**src/rtl/axis_snooper_if.sv**
```systemverilog
// axis_snooper_if: AXI-Stream signal bundle for the observed packet bus.
//   TDATA  - stream data
//   TKEEP  - byte enables, contiguous from bit 0
//   TVALID - source valid
//   TREADY - sink ready (observed only, the snooper never drives it)
//   TLAST  - end of packet
// master drives the whole bundle (the stream model); slave only observes.
interface axis_snooper_if #(
   parameter int DATA_WIDTH = 64
) ();
   logic [DATA_WIDTH-1:0]   TDATA;
   logic [DATA_WIDTH/8-1:0] TKEEP;
   logic                    TVALID;
   logic                    TREADY;
   logic                    TLAST;

   modport master (output TDATA, TKEEP, TVALID, TREADY, TLAST);
   modport slave  (input  TDATA, TKEEP, TVALID, TREADY, TLAST);
endinterface

```
**src/rtl/axis_snooper.sv**
```systemverilog
// axis_snooper: passive tap on an AXI-Stream bus. Every accepted flit of a
// packet that starts while a core is ready becomes a packet-memory write.
// Packets starting while no core is ready are dropped; packets longer than
// packet memory are truncated. Both cases are counted (saturating).
// Ports:
//   clk, rst    - clock, asynchronous active-high reset
//   snoop       - observed stream (slave modport, inputs only)
//   rdy         - arbiter has a core ready; sampled on a packet's first beat
//   addr        - word address of the current/last write
//   wr_data     - write data
//   wr_en       - write strobe
//   byte_inc    - valid bytes in this write (popcount of TKEEP)
//   done        - one-cycle end-of-packet pulse
//   drop_cnt    - whole packets dropped
//   trunc_cnt   - packets truncated by overflow
module axis_snooper #(
   parameter int SN_ADDR_WIDTH = 8,
   parameter int DATA_WIDTH    = 64,
   parameter int INC_WIDTH     = 8,
   parameter int CNT_WIDTH     = 16
) (
   input  logic                     clk,
   input  logic                     rst,
   axis_snooper_if.slave            snoop,
   input  logic                     rdy,
   output logic [SN_ADDR_WIDTH-1:0] addr,
   output logic [DATA_WIDTH-1:0]    wr_data,
   output logic                     wr_en,
   output logic [INC_WIDTH-1:0]     byte_inc,
   output logic                     done,
   output logic [CNT_WIDTH-1:0]     drop_cnt,
   output logic [CNT_WIDTH-1:0]     trunc_cnt
);
   typedef enum logic [1:0] {IDLE, CAPTURE, FULL, DROP} state_t;

   state_t                   state;
   // Set when a packet has started but nothing was written yet (TKEEP=0
   // start beat), so the first real write still lands at address 0.
   logic                     first_pend;
   logic                     beat;
   logic                     has_data;
   logic [INC_WIDTH-1:0]     keep_cnt;
   logic [SN_ADDR_WIDTH-1:0] next_addr;

   assign beat      = snoop.TVALID & snoop.TREADY;
   assign has_data  = |snoop.TKEEP;
   assign next_addr = first_pend ? '0 : addr + SN_ADDR_WIDTH'(1);

   always_comb begin
      keep_cnt = '0;
      for (int i = 0; i < DATA_WIDTH/8; i++)
         keep_cnt = keep_cnt + INC_WIDTH'(snoop.TKEEP[i]);
   end

   always_ff @(posedge clk or posedge rst) begin
      if (rst) begin
         state      <= IDLE;
         first_pend <= 1'b0;
         addr       <= '0;
         wr_data    <= '0;
         wr_en      <= 1'b0;
         byte_inc   <= '0;
         done       <= 1'b0;
         drop_cnt   <= '0;
         trunc_cnt  <= '0;
      end else begin
         // strobes are single-cycle; data/addr hold between beats
         wr_en <= 1'b0;
         done  <= 1'b0;
         if (beat) begin
            case (state)
               IDLE: begin
                  if (rdy) begin
                     wr_data    <= snoop.TDATA;
                     byte_inc   <= keep_cnt;
                     wr_en      <= has_data;
                     addr       <= '0;
                     first_pend <= ~has_data;
                     done       <= snoop.TLAST;
                     if (!snoop.TLAST) state <= CAPTURE;
                  end else begin
                     if (drop_cnt != '1) drop_cnt <= drop_cnt + CNT_WIDTH'(1);
                     if (!snoop.TLAST) state <= DROP;
                  end
               end
               CAPTURE: begin
                  wr_data  <= snoop.TDATA;
                  byte_inc <= keep_cnt;
                  wr_en    <= has_data;
                  done     <= snoop.TLAST;
                  if (has_data) begin
                     addr       <= next_addr;
                     first_pend <= 1'b0;
                  end
                  if (snoop.TLAST)
                     state <= IDLE;
                  else if (has_data && next_addr == '1)
                     state <= FULL;   // memory exhausted, rest is discarded
               end
               FULL: begin
                  if (snoop.TLAST) begin
                     done  <= 1'b1;
                     if (trunc_cnt != '1) trunc_cnt <= trunc_cnt + CNT_WIDTH'(1);
                     state <= IDLE;
                  end
               end
               DROP: begin
                  if (snoop.TLAST) state <= IDLE;
               end
               default: state <= IDLE;
            endcase
         end
      end
   end
endmodule
```
**src/flat_wrapper.sv**
```systemverilog
// flat-port wrapper written by rule: the top's interface ports become plain ports
module axis_snooper_flat 
#(
   parameter int SN_ADDR_WIDTH = 8,
   parameter int DATA_WIDTH    = 64,
   parameter int INC_WIDTH     = 8,
   parameter int CNT_WIDTH     = 16
)
  (clk, rst, rdy, addr, wr_data, wr_en, byte_inc, done, drop_cnt, trunc_cnt, snoop_TDATA, snoop_TKEEP, snoop_TVALID, snoop_TREADY, snoop_TLAST);
  axis_snooper_if #(.DATA_WIDTH(DATA_WIDTH)) snoop_i ();
  input  logic clk;
  input  logic rst;
  input  logic rdy;
  output logic [SN_ADDR_WIDTH-1:0] addr;
  output logic [DATA_WIDTH-1:0] wr_data;
  output logic wr_en;
  output logic [INC_WIDTH-1:0] byte_inc;
  output logic done;
  output logic [CNT_WIDTH-1:0] drop_cnt;
  output logic [CNT_WIDTH-1:0] trunc_cnt;
  input wire logic [$bits(snoop_i.TDATA)-1:0] snoop_TDATA;
  input wire logic [$bits(snoop_i.TKEEP)-1:0] snoop_TKEEP;
  input wire logic [$bits(snoop_i.TVALID)-1:0] snoop_TVALID;
  input wire logic [$bits(snoop_i.TREADY)-1:0] snoop_TREADY;
  input wire logic [$bits(snoop_i.TLAST)-1:0] snoop_TLAST;
  assign snoop_i.TDATA = snoop_TDATA;
  assign snoop_i.TKEEP = snoop_TKEEP;
  assign snoop_i.TVALID = snoop_TVALID;
  assign snoop_i.TREADY = snoop_TREADY;
  assign snoop_i.TLAST = snoop_TLAST;
  axis_snooper #(.SN_ADDR_WIDTH(SN_ADDR_WIDTH), .DATA_WIDTH(DATA_WIDTH), .INC_WIDTH(INC_WIDTH), .CNT_WIDTH(CNT_WIDTH)) u_core (.clk(clk), .rst(rst), .snoop(snoop_i), .rdy(rdy), .addr(addr), .wr_data(wr_data), .wr_en(wr_en), .byte_inc(byte_inc), .done(done), .drop_cnt(drop_cnt), .trunc_cnt(trunc_cnt));
endmodule
```
**config.mk**
```make
export PLATFORM = sky130hd
export DESIGN_NAME = axis_snooper_flat
export DESIGN_NICKNAME = d
export VERILOG_FILES = /design/src/rtl/axis_snooper_if.sv /design/src/rtl/axis_snooper.sv /design/src/flat_wrapper.sv
export SDC_FILE = /design/constraint.sdc
export NUM_CORES = 1
export LEC_CHECK = 0
export ABC_AREA = 1
export CAP_MARGIN = 5
export CORE_ASPECT_RATIO = 0.7
export CORE_MARGIN = 10
export CORE_UTILIZATION = 45
export CTS_CLUSTER_SIZE = 30
export DETAILED_ROUTE_END_ITERATION = 10
export PLACE_DENSITY = 0.91
export SLEW_MARGIN = 5
export SYNTH_ARGS = -nofsm -noshare
export SYNTH_HDL_FRONTEND = slang
export SYNTH_SLANG_ARGS = --single-unit
```
**constraint.sdc**
```tcl
create_clock -name clk -period 8.2 [get_ports clk]
set_input_delay 1.64 -clock clk [delete_from_list [all_inputs] [get_ports clk]]
set_output_delay 1.64 -clock clk [all_outputs]
set_load 0.01 [all_outputs]
```
==> impl_metrics.tcl, run 1 <==
set metrics [dict create \
    status "completed" \
    cts_max_level 4 \
    grt_pass1_vias 4961 \
    io_pins 192 \
    place_ws_ns 3.541 \
    yosysMostFrequentCell "nand2_1" \
    overflow 0 \
    regToRegSetupSlack_ns 5.69 \
    post-place-cells 977 \
    cts_tree "yes" \
    numCtsBuffers 17 \
    maxSlewHeadroom_pct 45.20 \
    drive_gt1_share_pct 7.160 \
    hold_viol 0 \
    die_w_um 151.4 \
    die_y_um 112.0 \
    endpoint_kind "flip-flop" \
    rows 33 \
    insertion_delay_ns 0.40 \
    syn2layout_area_growth_pct 47.06 \
    r2r_end "u_core.addr[7]$_DFFE_PP0P_" \
    grtUsageTotal_pct 18.38 \
    p_total_mw 2.574 \
    clockPowerShare_pct 27.6 \
    start_util_pct 46.23 \
    syn_avg_cell_area_um2 8.382 \
    holdPathStages 2 \
    drt-wirelength-per-cell_um 15.48 \
    root_buffer "clkbuf_16" \
    antenna_found_initial 0 \
    nFillCells 956 \
    dpl.hpwl_um 11510 \
    drt-vias-per-instance 4.811 \
    finClkSkew_ns 0.008843 \
    cts_hold_buf 0 \
    routabilityCongestion 0.8866 \
    die-area_um2 16960 \
    ant_nets 0 \
    leakagePower_nw 3.803 \
    cts_max_path_buffers 2 \
    synth_area_leaders "dfrtp_1, nand2_1, xor2_1" \
    drt-total-wl_um 15620 \
    hp-start "u_core.wr_data[39]$_DFFE_PP0P_" \
    fmax_mhz 234.6 \
    grt_first_pass_wirelength_um 25020 \
    synth_area_leader_cell "dfrtp_1" \
    worstPathMaxFanout 2 \
    synth_edf_count 0 \
    regToRegStartpoint "u_core.state[0]$_DFFE_PP0P_" \
    worstMarginPinSlew_ns 0.8220 \
    worstSetupStartpointType "input port" \
    placed_area_um2 7422 \
    yosys-top-cells-count "nand2_1, dfrtp_1, inv_1, nor2_1, xor2_1" \
    num_vias 4854 \
    p_int_mw 1.675 \
    num_antenna_cells 0 \
    synth_top_area_share_pct 51.98 \
    route.detailed.drc 0 \
    first_pass_iters 4 \
    ctsResizeCount 0 \
    reg2regPathDepth 10 \
    nNetsFinal 932 \
    ir_worst_vdd_uv 172.9 \
    ys.flop_type "dfrtp_1" \
    final-setup-viol-count 0 \
    cts.sinks 113 \
    coreArea_um2 11770 \
    rsz0062_at_grt "false" \
    synth.distinct_cells 36 \
    clk_pin_slew_ns 0.06 \
    drtIter0Drc 252 \
    cap_viol_max_count 0 \
    power.share.switching_pct 34.94 \
    postCtsSetupRepairBufs 0 \
    cp.required_ns 8.51 \
    syn_inst 649 \
    critPathKind "input port to flip-flop" \
    grt_start_max_net_pins 73 \
    p_seq_share_pct 35.4 \
    ys_seq_elements 113 \
    timing.final.crit_period_ns 4.263 \
    yosysSeqAreaShare_pct 51.98 \
    async_flop_share_pct 100.0 \
    port_buffers 187 \
    arrival_ns 4.58 \
    slew_viol_final 0 \
    ys_warn_count 0 \
    power_frac_comb_pct 37.0 \
    power_density_nw_per_um2 321.7 \
    synth_area_um2 5440 \
    switching_power_uw 899.3 \
    fin_ws_ns 3.937 \
    final_cells 1009 \
    fin_crit_sh_pct 51.99 \
    fin_setup_tns_ns 0 \
    final_area_um2 8000 \
    holdPathEnd "u_core.wr_data[39]$_DFFE_PP0P_" \
    min_path_type "flip-flop to flip-flop" \
]
## state kept, by name, summed over array words and instances, names as in the netlist
signal / cells
u_core.wr_data: 64
u_core.drop_cnt: 16
u_core.trunc_cnt: 16
u_core.addr: 8
u_core.byte_inc: 4
u_core.state: 2
u_core.done: 1
u_core.first_pend: 1
u_core.wr_en: 1
## per-layer routing
layer / up-vias / routed length (um) / GRT usage (%)
met4: 0 / 107 / 4.671
met5: - / 0 / 0
met3: 10 / 1730 / 8.859
met1: 2279 / 6340 / 21.76
li1: 2402 / - / -
met2: 163 / 7441 / 29.29
## area by class of cell
class | instances | area, um^2 | share of cell area [%]
repair buffers | 190 | 1894 | 23.68
inverters | 49 | 188.9 | 2.362
clock inverters | 15 | 152.6 | 1.908
multi-input cells | 468 | 2315 | 28.93
clock buffers | 17 | 425.4 | 5.317
flip-flops and latches | 113 | 2828 | 35.35
well taps | 157 | 196.4 | 2.455
## stage by stage
step / util (%) / hold WS, ns
after detailed placement: 63.07 / 0.4643
after CTS: 67.99 / 0.4813
final: 67.99 / 0.4751
after floorplan: - / 0.4901
after global routing: 67.99 / 0.4956
after global placement: 63.07 / 0.4614
## layout by cell type, fill, tap and decap left out, drive strengths merged, types with 2 or more instances in the layout
master / netlist / final
buf: 15 / 3
inv: 49 / 56
fa: 4 / 4
dfrtp: 113 / 113
nand3b: 2 / 2
a21oi: 3 / 3
nand4: 12 / 12
clkinv: 0 / 4
nor4: 6 / 6
nand2: 303 / 303
conb: 1 / 4
clkbuf: 7 / 17
nor2: 31 / 31
nor3: 9 / 9
clkdlybuf4s50: 0 / 187
clkinvlp: 0 / 3
ha: 11 / 11
xor2: 23 / 23
nand3: 23 / 23
o21ai: 25 / 25
o22ai: 2 / 2
a32o: 2 / 2
xnor2: 5 / 5
## worst max-delay path, cell delays in order
cell             delay, ns
clkdlybuf4s50_1       0.48
inv_1                 0.05
ha_1                  0.27
inv_1                 0.04
fa_1                  0.50
fa_1                  0.44
fa_1                  0.44
fa_1                  0.42
xor2_1                0.15
o21ai_0               0.14
## how the worst max path moves through the flow
stage,from,slack [ns],to
after CTS,snoop_TKEEP[0],3.94,u_core.byte_inc[2]$_DFFE_PP0P_
after floorplan,rst,3.57,u_core.addr[0]$_DFFE_PP0P_
after global routing,snoop_TKEEP[1],3.87,u_core.byte_inc[2]$_DFFE_PP0P_
final,snoop_TKEEP[0],3.94,u_core.byte_inc[2]$_DFFE_PP0P_
after global placement,snoop_TKEEP[0],3.64,u_core.byte_inc[2]$_DFFE_PP0P_
after detailed placement,snoop_TKEEP[0],3.54,u_core.byte_inc[2]$_DFFE_PP0P_
## power groups by stage
stage / clock network, mW / logic, mW / registers [mW]
floorplan: 0 / 0.343 / 0.982
CTS: 0.726 / 0.969 / 0.912
finish: 0.711 / 0.951 / 0.912
global placement: 0 / 0.936 / 0.906
global route: 0.757 / 1.04 / 0.940
detailed placement: 0 / 0.964 / 0.913
## cells by family after synthesis
logic type / Yosys count / share of synthesized area, %
buffers and inverters: 71 / 5.727
XOR/XNOR: 28 / 4.508
other: 1 / 0.06893
adder cells (fa/ha/maj): 15 / 4.002
AND/OR/NAND/NOR: 387 / 29.92
AO/OA/AOI/OAI: 34 / 3.795
flip-flops: 113 / 51.98
Power figures use the tool's default switching activity.
==> inputs of run 2 (changes only) <==
CORE_UTILIZATION = 41   (was 45)
PLACE_DENSITY = 0.88   (was 0.91)
clock period = 3.7 ns   (was 8.2 ns; I/O delays follow)
==> run 2 against run 1 <==
Against the previous run: sequential share of layout area shrank 0.26 points; worst setup slack lost 3.5 ns; critical path depth is the same; power grew 130%; via count grew 1.0%; die area grew 8.2%; final area grew 0.75%; first-iteration DRC count shrank 18%; count of clock-buffer cells in the layout grew 2; sequential power grew 120%; clock power grew 130%; global-route usage shrank 0.62 points.
==> impl_metrics.tcl, run 2 (same netlist as run 1, synthesis figures left out) <==
set metrics [dict create \
    regToRegSetupSlack_ns 1.57 \
    arrival_ns 3.60 \
    holdPathStages 2 \
    slew_viol_final 0 \
    io_pins 192 \
    die_y_um 116.4 \
    rows 35 \
    routabilityCongestion 0.8858 \
    fmax_mhz 304.5 \
    ir_worst_vdd_uv 437.8 \
    reg2regPathDepth 8 \
    route.detailed.drc 0 \
    numCtsBuffers 17 \
    holdPathEnd "u_core.wr_data[12]$_DFFE_PP0P_" \
    cts_max_level 4 \
    postCtsSetupRepairBufs 0 \
    port_buffers 187 \
    num_antenna_cells 0 \
    dpl.hpwl_um 11880 \
    fin_util_pct 61.56 \
    layout_common_cells "nand2_1, clkdlybuf4s50_1, dfrtp_1" \
    worstPathMaxFanout 2 \
    die-area_um2 18350 \
    worstMarginPinSlew_ns 0.7591 \
    rsz0062_at_grt "false" \
    maxSlewHeadroom_pct 49.40 \
    cts_tree "yes" \
    antenna_found_initial 0 \
    grt_first_pass_wirelength_um 25790 \
    die_w_um 157.7 \
    nFillCells 1051 \
    drt-vias-per-instance 4.813 \
    start_util_pct 41.55 \
    cp-startpoint "snoop_TKEEP[0]" \
    grt_start_max_net_pins 73 \
    root_buffer "clkbuf_16" \
    p_total_mw 5.806 \
    drt-wirelength-per-cell_um 15.81 \
    regToRegStartpoint "u_core.state[0]$_DFFE_PP0P_" \
    hold_viol 0 \
    cts_max_path_buffers 2 \
    clk_pin_slew_ns 0.06 \
    endpoint_kind "flip-flop" \
    min_path_type "flip-flop to flip-flop" \
    status "completed" \
    final_common_cell "nand2_1" \
    critPathKind "input port to flip-flop" \
    drt-total-wl_um 16110 \
    first_pass_iters 5 \
    num_vias 4904 \
    fin_crit_sh_pct 88.76 \
    regMostFlops "u_core.wr_data" \
    finClkSkew_ns 0.01530 \
    grt_pass1_vias 5050 \
    nNetsFinal 933 \
    worstSetupStartpointType "input port" \
    cap_viol_max_count 0 \
    holdWs_ns 0.4775 \
    cp.required_ns 4.02 \
    hp-start "u_core.wr_data[12]$_DFFE_PP0P_" \
    drtIter0Drc 207 \
    ctsResizeCount 0 \
    drive_gt1_share_pct 7.268 \
    timing.final.crit_period_ns 3.284 \
    cts.sinks 113 \
    largest_reg_flops 64 \
    final-setup-viol-count 0 \
    overflow 0 \
    largestRegisters "u_core.wr_data: 64 flops, u_core.drop_cnt: 16 flops, u_core.trunc_cnt: 16 flops" \
    leakagePower_nw 3.812 \
    grtUsageTotal_pct 17.76 \
    coreArea_um2 13090 \
    r2r_end "u_core.wr_data[51]$_DFFE_PP0P_" \
    cts_hold_buf 0 \
    insertion_delay_ns 0.41 \
    syn2layout_area_growth_pct 48.16 \
    ant_nets 0 \
    power_density_nw_per_um2 720.4 \
]
## run 2: cell types whose count changed in the layout (fill, tap and decap cells not counted)
cell and change:
inv_4 -1, buf_12 +1, bufinv_16 +1, clkinv_4 -1
clkinvlp_4 +3, inv_8 -2, inv_6 -1, clkinv_2 -1
clkbuf_8 +2
## run 2: critical path, stage by stage
cell and delay, ns:
clkdlybuf4s50_1 0.48, inv_1 0.05, ha_1 0.27, inv_1 0.05
fa_1 0.49, fa_1 0.42, fa_1 0.42, fa_1 0.39
xor2_1 0.15, o21ai_0 0.14
## run 2: final cells by class
type                            instances  area, um^2  area share, %
Clock inverter                         13       152.6          1.894
Timing Repair Buffer                  191        1914          23.75
Multi-Input combinational cell        468        2315          28.72
Tap cell                              166       207.7          2.577
Sequential cell                       113        2828          35.08
Inverter                               49       190.2          2.360
Clock buffer                           19       452.9          5.619
## run 2: worst max-delay path by stage
| stage | slack, ns | endpoint |
|---|---|---|
| after detailed placement | -0.007 | u_core.byte_inc[2]$_DFFE_PP0P_ |
| after global placement | 0.05 | u_core.byte_inc[2]$_DFFE_PP0P_ |
| after CTS | 0.42 | u_core.byte_inc[2]$_DFFE_PP0P_ |
| final | 0.42 | u_core.byte_inc[2]$_DFFE_PP0P_ |
| after global routing | 0.30 | u_core.byte_inc[2]$_DFFE_PP0P_ |
| after floorplan | 0.60 | u_core.byte_inc[2]$_DFFE_PP0P_ |
## run 2: where the power goes
| part | total (mW) | internal, mW | switching, mW |
|---|---|---|---|
| Clock | 1.66 | 1.04 | 0.619 |
| Sequential | 2.03 | 1.68 | 0.348 |
| Combinational | 2.12 | 1.09 | 1.03 |
## run 2: through the flow
step	TNS (ns)	cell area [um^2]	std cells	setup WS (ns)
floorplan	0	5455	652	0.6049
global placement	0	7455	987	0.04582
detailed placement	-0.007308	7455	987	-0.007308
CTS	0	8060	1019	0.4199
global route	0	8060	1019	0.3030
finish	0	8060	1019	0.4159
## run 2: metal layers
layer,up-vias,share of wire [%],global-route usage (%)
met4,0,0.79,5.031
li1,2404,-,-
met5,-,0,0
met3,9,15,11.11
met1,2294,39,19.53
met2,197,45,28.17
==> inputs of run 3 (changes only) <==
CORE_UTILIZATION = 45   (was 41)
PLACE_DENSITY = 0.91   (was 0.88)
clock period = 3.2 ns   (was 3.7 ns; I/O delays follow)
==> run 3 against run 2 <==
Against the previous run: worst setup slack got worse by 0.20 ns; first-iteration DRC count rose by 34%; highest routed layer unchanged; via count fell by 0.43%; utilization rose by 7.0 points; largest cell class unchanged; critical endpoint is now u_core.byte_inc[1]$_DFFE_PP0P_.
==> impl_metrics.tcl, run 3 (same netlist as run 1, synthesis figures left out) <==
set metrics [dict create \
    ir_worst_vdd_uv 532.4 \
    drt-total-wl_um 15710 \
    grt_start_max_net_pins 73 \
    fin_crit_sh_pct 93.38 \
    numCtsBuffers 17 \
    nNetsFinal 936 \
    largest_reg_flops 64 \
    layout_common_cells "nand2_1, clkdlybuf4s50_1, dfrtp_1" \
    status "completed" \
    grtUsageTotal_pct 18.27 \
    min_path_type "flip-flop to flip-flop" \
    drive_gt1_share_pct 7.827 \
    cp.required_ns 3.45 \
    met1_length_um 6190 \
    cp_slowest_stage_delay_ns 0.58 \
    maxSlewHeadroom_pct 50.29 \
    post-place-cells 980 \
    slew_viol_final 0 \
    path_buf_inv 2 \
    place_ws_ns -0.5214 \
    wl_met3_um 1576 \
    first_pass_iters 5 \
    hold_viol 0 \
    antenna_found_initial 0 \
    cts_max_path_buffers 2 \
    leakagePower_nw 3.839 \
    drt-wirelength-per-cell_um 15.50 \
    endpoint_kind "flip-flop" \
    power_density_nw_per_um2 828.4 \
    regMostFlops "u_core.wr_data" \
    clk_pin_slew_ns 0.05 \
    die_w_um 151.4 \
    ant_nets 0 \
    die-area_um2 16960 \
    cts_hold_buf 0 \
    worstSetupStartpointType "input port" \
    num_antenna_cells 0 \
    timing.final.crit_period_ns 2.988 \
    num_vias 4883 \
    arrival_ns 3.24 \
    grt_pass1_vias 4757 \
    dpl.hpwl_um 11500 \
    insertion_delay_ns 0.40 \
    start_util_pct 46.23 \
    nFillCells 921 \
    final_common_cell "nand2_1" \
    fin_ws_ns 0.2117 \
    routabilityCongestion 0.8832 \
    worstPathMaxFanout 2 \
    port_buffers 187 \
    cts.sinks 113 \
    multi_input_area_um2 2320 \
    root_buffer "clkbuf_16" \
    io_pins 192 \
    final_cells 1013 \
    drtIter0Drc 277 \
    final-setup-viol-count 0 \
    worstMarginPinSlew_ns 0.7457 \
    crit_slowest_cell "fa_1" \
    path_cells "clkdlybuf4s50_1, inv_1, fa_1, fa_1, fa_2, fa_2, o21ai_0" \
    cap_viol_max_count 0 \
    cp_top_family "adder cells" \
    rsz0062_at_grt "false" \
    coreArea_um2 11770 \
    route.detailed.drc 0 \
    fmax_mhz 334.6 \
    cts_max_level 4 \
    regArea_um2 2828 \
    overflow 0 \
    critPathKind "input port to flip-flop" \
    die_y_um 112.0 \
    route.met2.wl_um 7777 \
    dr.max_layer_used "met4" \
    syn2layout_area_growth_pct 48.23 \
    largestRegisters "u_core.wr_data: 64 flops, u_core.drop_cnt: 16 flops, u_core.trunc_cnt: 16 flops" \
    rows 33 \
    cts_tree "yes" \
    drt-vias-per-instance 4.820 \
    grt_first_pass_wirelength_um 24880 \
    finClkSkew_ns 0.006763 \
]
-- run 3: cell types whose count changed in the layout (fill, tap and decap cells not counted), moves of 2 or more --
cell,delta
buf_4,+4
clkdlybuf4s50_1,-2
fa_2,+2
inv_6,-2
dlymetal6s2s_1,+2
fa_1,-2
-- run 3: worst register-to-register path, delay by kind of cell, from the launching register on --
family	cells	cell delay (ns)
compound gates	2	0.36
flops	1	0.41
buf+inv	2	0.66
simple gates	2	0.19
fa+ha+maj	1	0.27
-- run 3: where the power goes --
part / leakage (nW) / internal, mW / total, mW / switching [mW]
Combinational: 2.12 / 1.27 / 2.46 / 1.19
Sequential: 1.44 / 1.94 / 2.34 / 0.401
Clock: 0.282 / 1.21 / 1.88 / 0.670
-- run 3: repair_timing --
item,4_1_cts,5_1_grt
pin swaps,0,5
setup endpoints to repair,1,1
resized for setup,2,4
buffers inserted,0,1
cloned,0,0
-- run 3: worst paths after layout --
path / start / to / slack (ns) / cells after the start
max in group asynchronous: rst / u_core.drop_cnt[6]$_DFFE_PP0P_ / 1.87 / 3
worst min register to register: u_core.wr_data[28]$_DFFE_PP0P_ / u_core.wr_data[28]$_DFFE_PP0P_ / 0.48 / 2
worst min-delay path: u_core.wr_data[28]$_DFFE_PP0P_ / u_core.wr_data[28]$_DFFE_PP0P_ / 0.48 / 2
worst max-delay path: snoop_TKEEP[2] / u_core.byte_inc[1]$_DFFE_PP0P_ / 0.21 / 7
min in group asynchronous: rst / u_core.wr_data[41]$_DFFE_PP0P_ / 0.81 / 3
worst max register to register: u_core.state[0]$_DFFE_PP0P_ / u_core.byte_inc[3]$_DFFE_PP0P_ / 1.15 / 7
-- run 3: layout make-up --
class,instances,share of cell area (%)
sequential,113,35.07
multi-input combinational,468,28.77
timing repair buffer,194,23.93
clock buffer,21,5.834
tap,157,2.436
inverter,49,2.358
clock inverter,11,1.614
-- run 3: stage by stage --
stage                     util (%)  area [um^2]  hold slack [ns]  TNS, ns  total power, mW
after floorplan                  -         5455           0.4901        0            3.397
after global placement       63.27         7446           0.4609  -0.6503            4.716
after detailed placement     63.27         7446           0.4642   -1.046            4.808
after CTS                    68.40         8049           0.4787        0            6.743
after global routing         68.53         8064           0.4879        0            7.074
final                        68.53         8064           0.4762        0            6.680
-- run 3: layer usage --
| metal | global-route usage (%) | up-vias |
|---|---|---|
| met5 | 0 | - |
| met4 | 4.862 | 0 |
| met3 | 7.767 | 14 |
| met2 | 30.54 | 166 |
| met1 | 20.96 | 2291 |
| li1 | - | 2412 |
==> variant, RTL diff (flow settings as in run 2) <==
`INC_WIDTH` is set to 8 in 2 places; all go to 10.
--- a/src/rtl/axis_snooper.sv
+++ b/src/rtl/axis_snooper.sv
@@ -16,7 +16,7 @@
 module axis_snooper #(
    parameter int SN_ADDR_WIDTH = 8,
    parameter int DATA_WIDTH    = 64,
-   parameter int INC_WIDTH     = 8,
+   parameter int INC_WIDTH     = 10,
    parameter int CNT_WIDTH     = 16
 ) (
    input  logic                     clk,
--- a/src/flat_wrapper.sv
+++ b/src/flat_wrapper.sv
@@ -3,7 +3,7 @@
 #(
    parameter int SN_ADDR_WIDTH = 8,
    parameter int DATA_WIDTH    = 64,
-   parameter int INC_WIDTH     = 8,
+   parameter int INC_WIDTH     = 10,
    parameter int CNT_WIDTH     = 16
 )
   (clk, rst, rdy, addr, wr_data, wr_en, byte_inc, done, drop_cnt, trunc_cnt, snoop_TDATA, snoop_TKEEP, snoop_TVALID, snoop_TREADY, snoop_TLAST);
Interface: changed (resized byte_inc); port bits go from 192 to 194. No check against the original RTL was run, so the function may have changed too.
==> variant against run 2 <==
Area after synthesis decreased by 0.67%; power down 3.5%; sequential cell count unchanged; worst setup slack worse by 0.016 ns; design area shrank 1.1%; critical path depth grew 1; wire length rose by 1.3%.
==> variant: results <==
set metrics [dict create \
    cp-startpoint "snoop_TKEEP[1]" \
    worstPathArrival_ns 3.61 \
    leakage_nw 3.81 \
    num_vias 4941 \
    pre_cts_ws_ns -0.0298 \
    grt_start_max_net_pins 82 \
    vdd_drop_max_mv 0.424 \
    synth_cell_types 30 \
    insertion_delay_ns 0.41 \
    largestRegisters "u_core.wr_data: 64 flops, u_core.drop_cnt: 16 flops, u_core.trunc_cnt: 16 flops" \
    slowest_stage "clkdlybuf4s50_1" \
    hold_start "u_core.wr_data[48]$_DFFE_PP0P_" \
    ys_top_cells_by_area "dfrtp_1 (52%), nand2_1 (21%), inv_1 (3.3%)" \
    status "finished, final reports clean" \
    globalplace.congestion 0.909 \
    synth_common_cells "nand2_1 (296), dfrtp_1 (113), inv_1 (48), nor2_1 (41), nand3_1 (25)" \
    final_layout_size_suffix_gt1_share_pct 5.95 \
    max_slew_margin_pct 50.7 \
    nets 937 \
    r2r-start "u_core.state[1]$_DFFE_PP0P_" \
    n_antenna_cell 0 \
    dpl.hpwl_um 12100 \
    drt-wirelength-per-cell_um 16.0 \
    drt_iter0_markers 351 \
    finalClockSkew_ns 0.0112 \
    placed_area_um2 7410 \
    grt_pass1_wl_um 26200 \
    numCtsBuffers 17 \
    grt_use_total_pct 18.1 \
    grt_pass1_vias 5029 \
    r2r_cells 10 \
    ys_seq_area_share_pct 52.3 \
]
[variant: cell count changes after synthesis, sizes merged, moves of 2 or more]
| cell | change |
|---|---|
| o21ai | -4 |
| nand3 | +5 |
| xor2 | -4 |
| xnor2 | +3 |
| nor4 | -5 |
| nor2 | +14 |
| nand4 | -4 |
| inv | +2 |
| nand2 | -5 |
[variant: area by class of cell]
type                       instances  area (um2)
clock buffer                      21         440
clock inverter                    11         115
fill                            1033        4710
inverter                          51         195
multi-input combinational        471        2270
sequential                       113        2830
tap                              162         203
timing repair buffer             190        1920
[variant: cell families after synthesis]
logic type,Yosys count,synth area share [%]
buffers and inverters,74,6.11
adder cells (fa/ha/maj),15,4.03
XOR/XNOR,27,4.52
AO/OA/AOI/OAI,30,3.40
flip-flops,113,52.3
other,1,0.0694
AND/OR/NAND/NOR,393,29.5
[variant: power by group]
| part | switching, mW | internal, mW | total [mW] |
|---|---|---|---|
| registers | 0.324 | 1.67 | 2.00 |
| logic | 0.995 | 1.07 | 2.07 |
| clock network | 0.554 | 0.983 | 1.54 |
| total | 1.87 | 3.73 | 5.60 |
[variant: critical path, delay by kind of cell]
family | cells | cell delay, ns
adder cells (fa/ha/maj) | 5 | 1.97
buffers and inverters | 5 | 0.72
AO/OA/AOI/OAI | 1 | 0.17
[variant: final timing paths]
kind / end / slack [ns]
worst max-delay path: u_core.byte_inc[1]$_DFFE_PP0P_ / 0.40
worst min-delay path: u_core.wr_data[48]$_DFFE_PP0P_ / 0.48
worst max register to register: u_core.addr[6]$_DFFE_PP0P_ / 1.42
worst min register to register: u_core.wr_data[48]$_DFFE_PP0P_ / 0.48
max in group asynchronous: u_core.wr_data[15]$_DFFE_PP0P_ / 2.01
min in group asynchronous: u_core.wr_data[62]$_DFFE_PP0P_ / 0.80
[variant: routing by layer]
| layer | up-vias | global-route usage (%) | wire length (um) |
|---|---|---|---|
| li1 | 2394 | - | - |
| met1 | 2296 | 21.0 | 6710 |
| met2 | 238 | 27.4 | 6890 |
| met3 | 13 | 11.0 | 2550 |
| met4 | 0 | 5.96 | 183 |
| met5 | - | 0 | 0 |
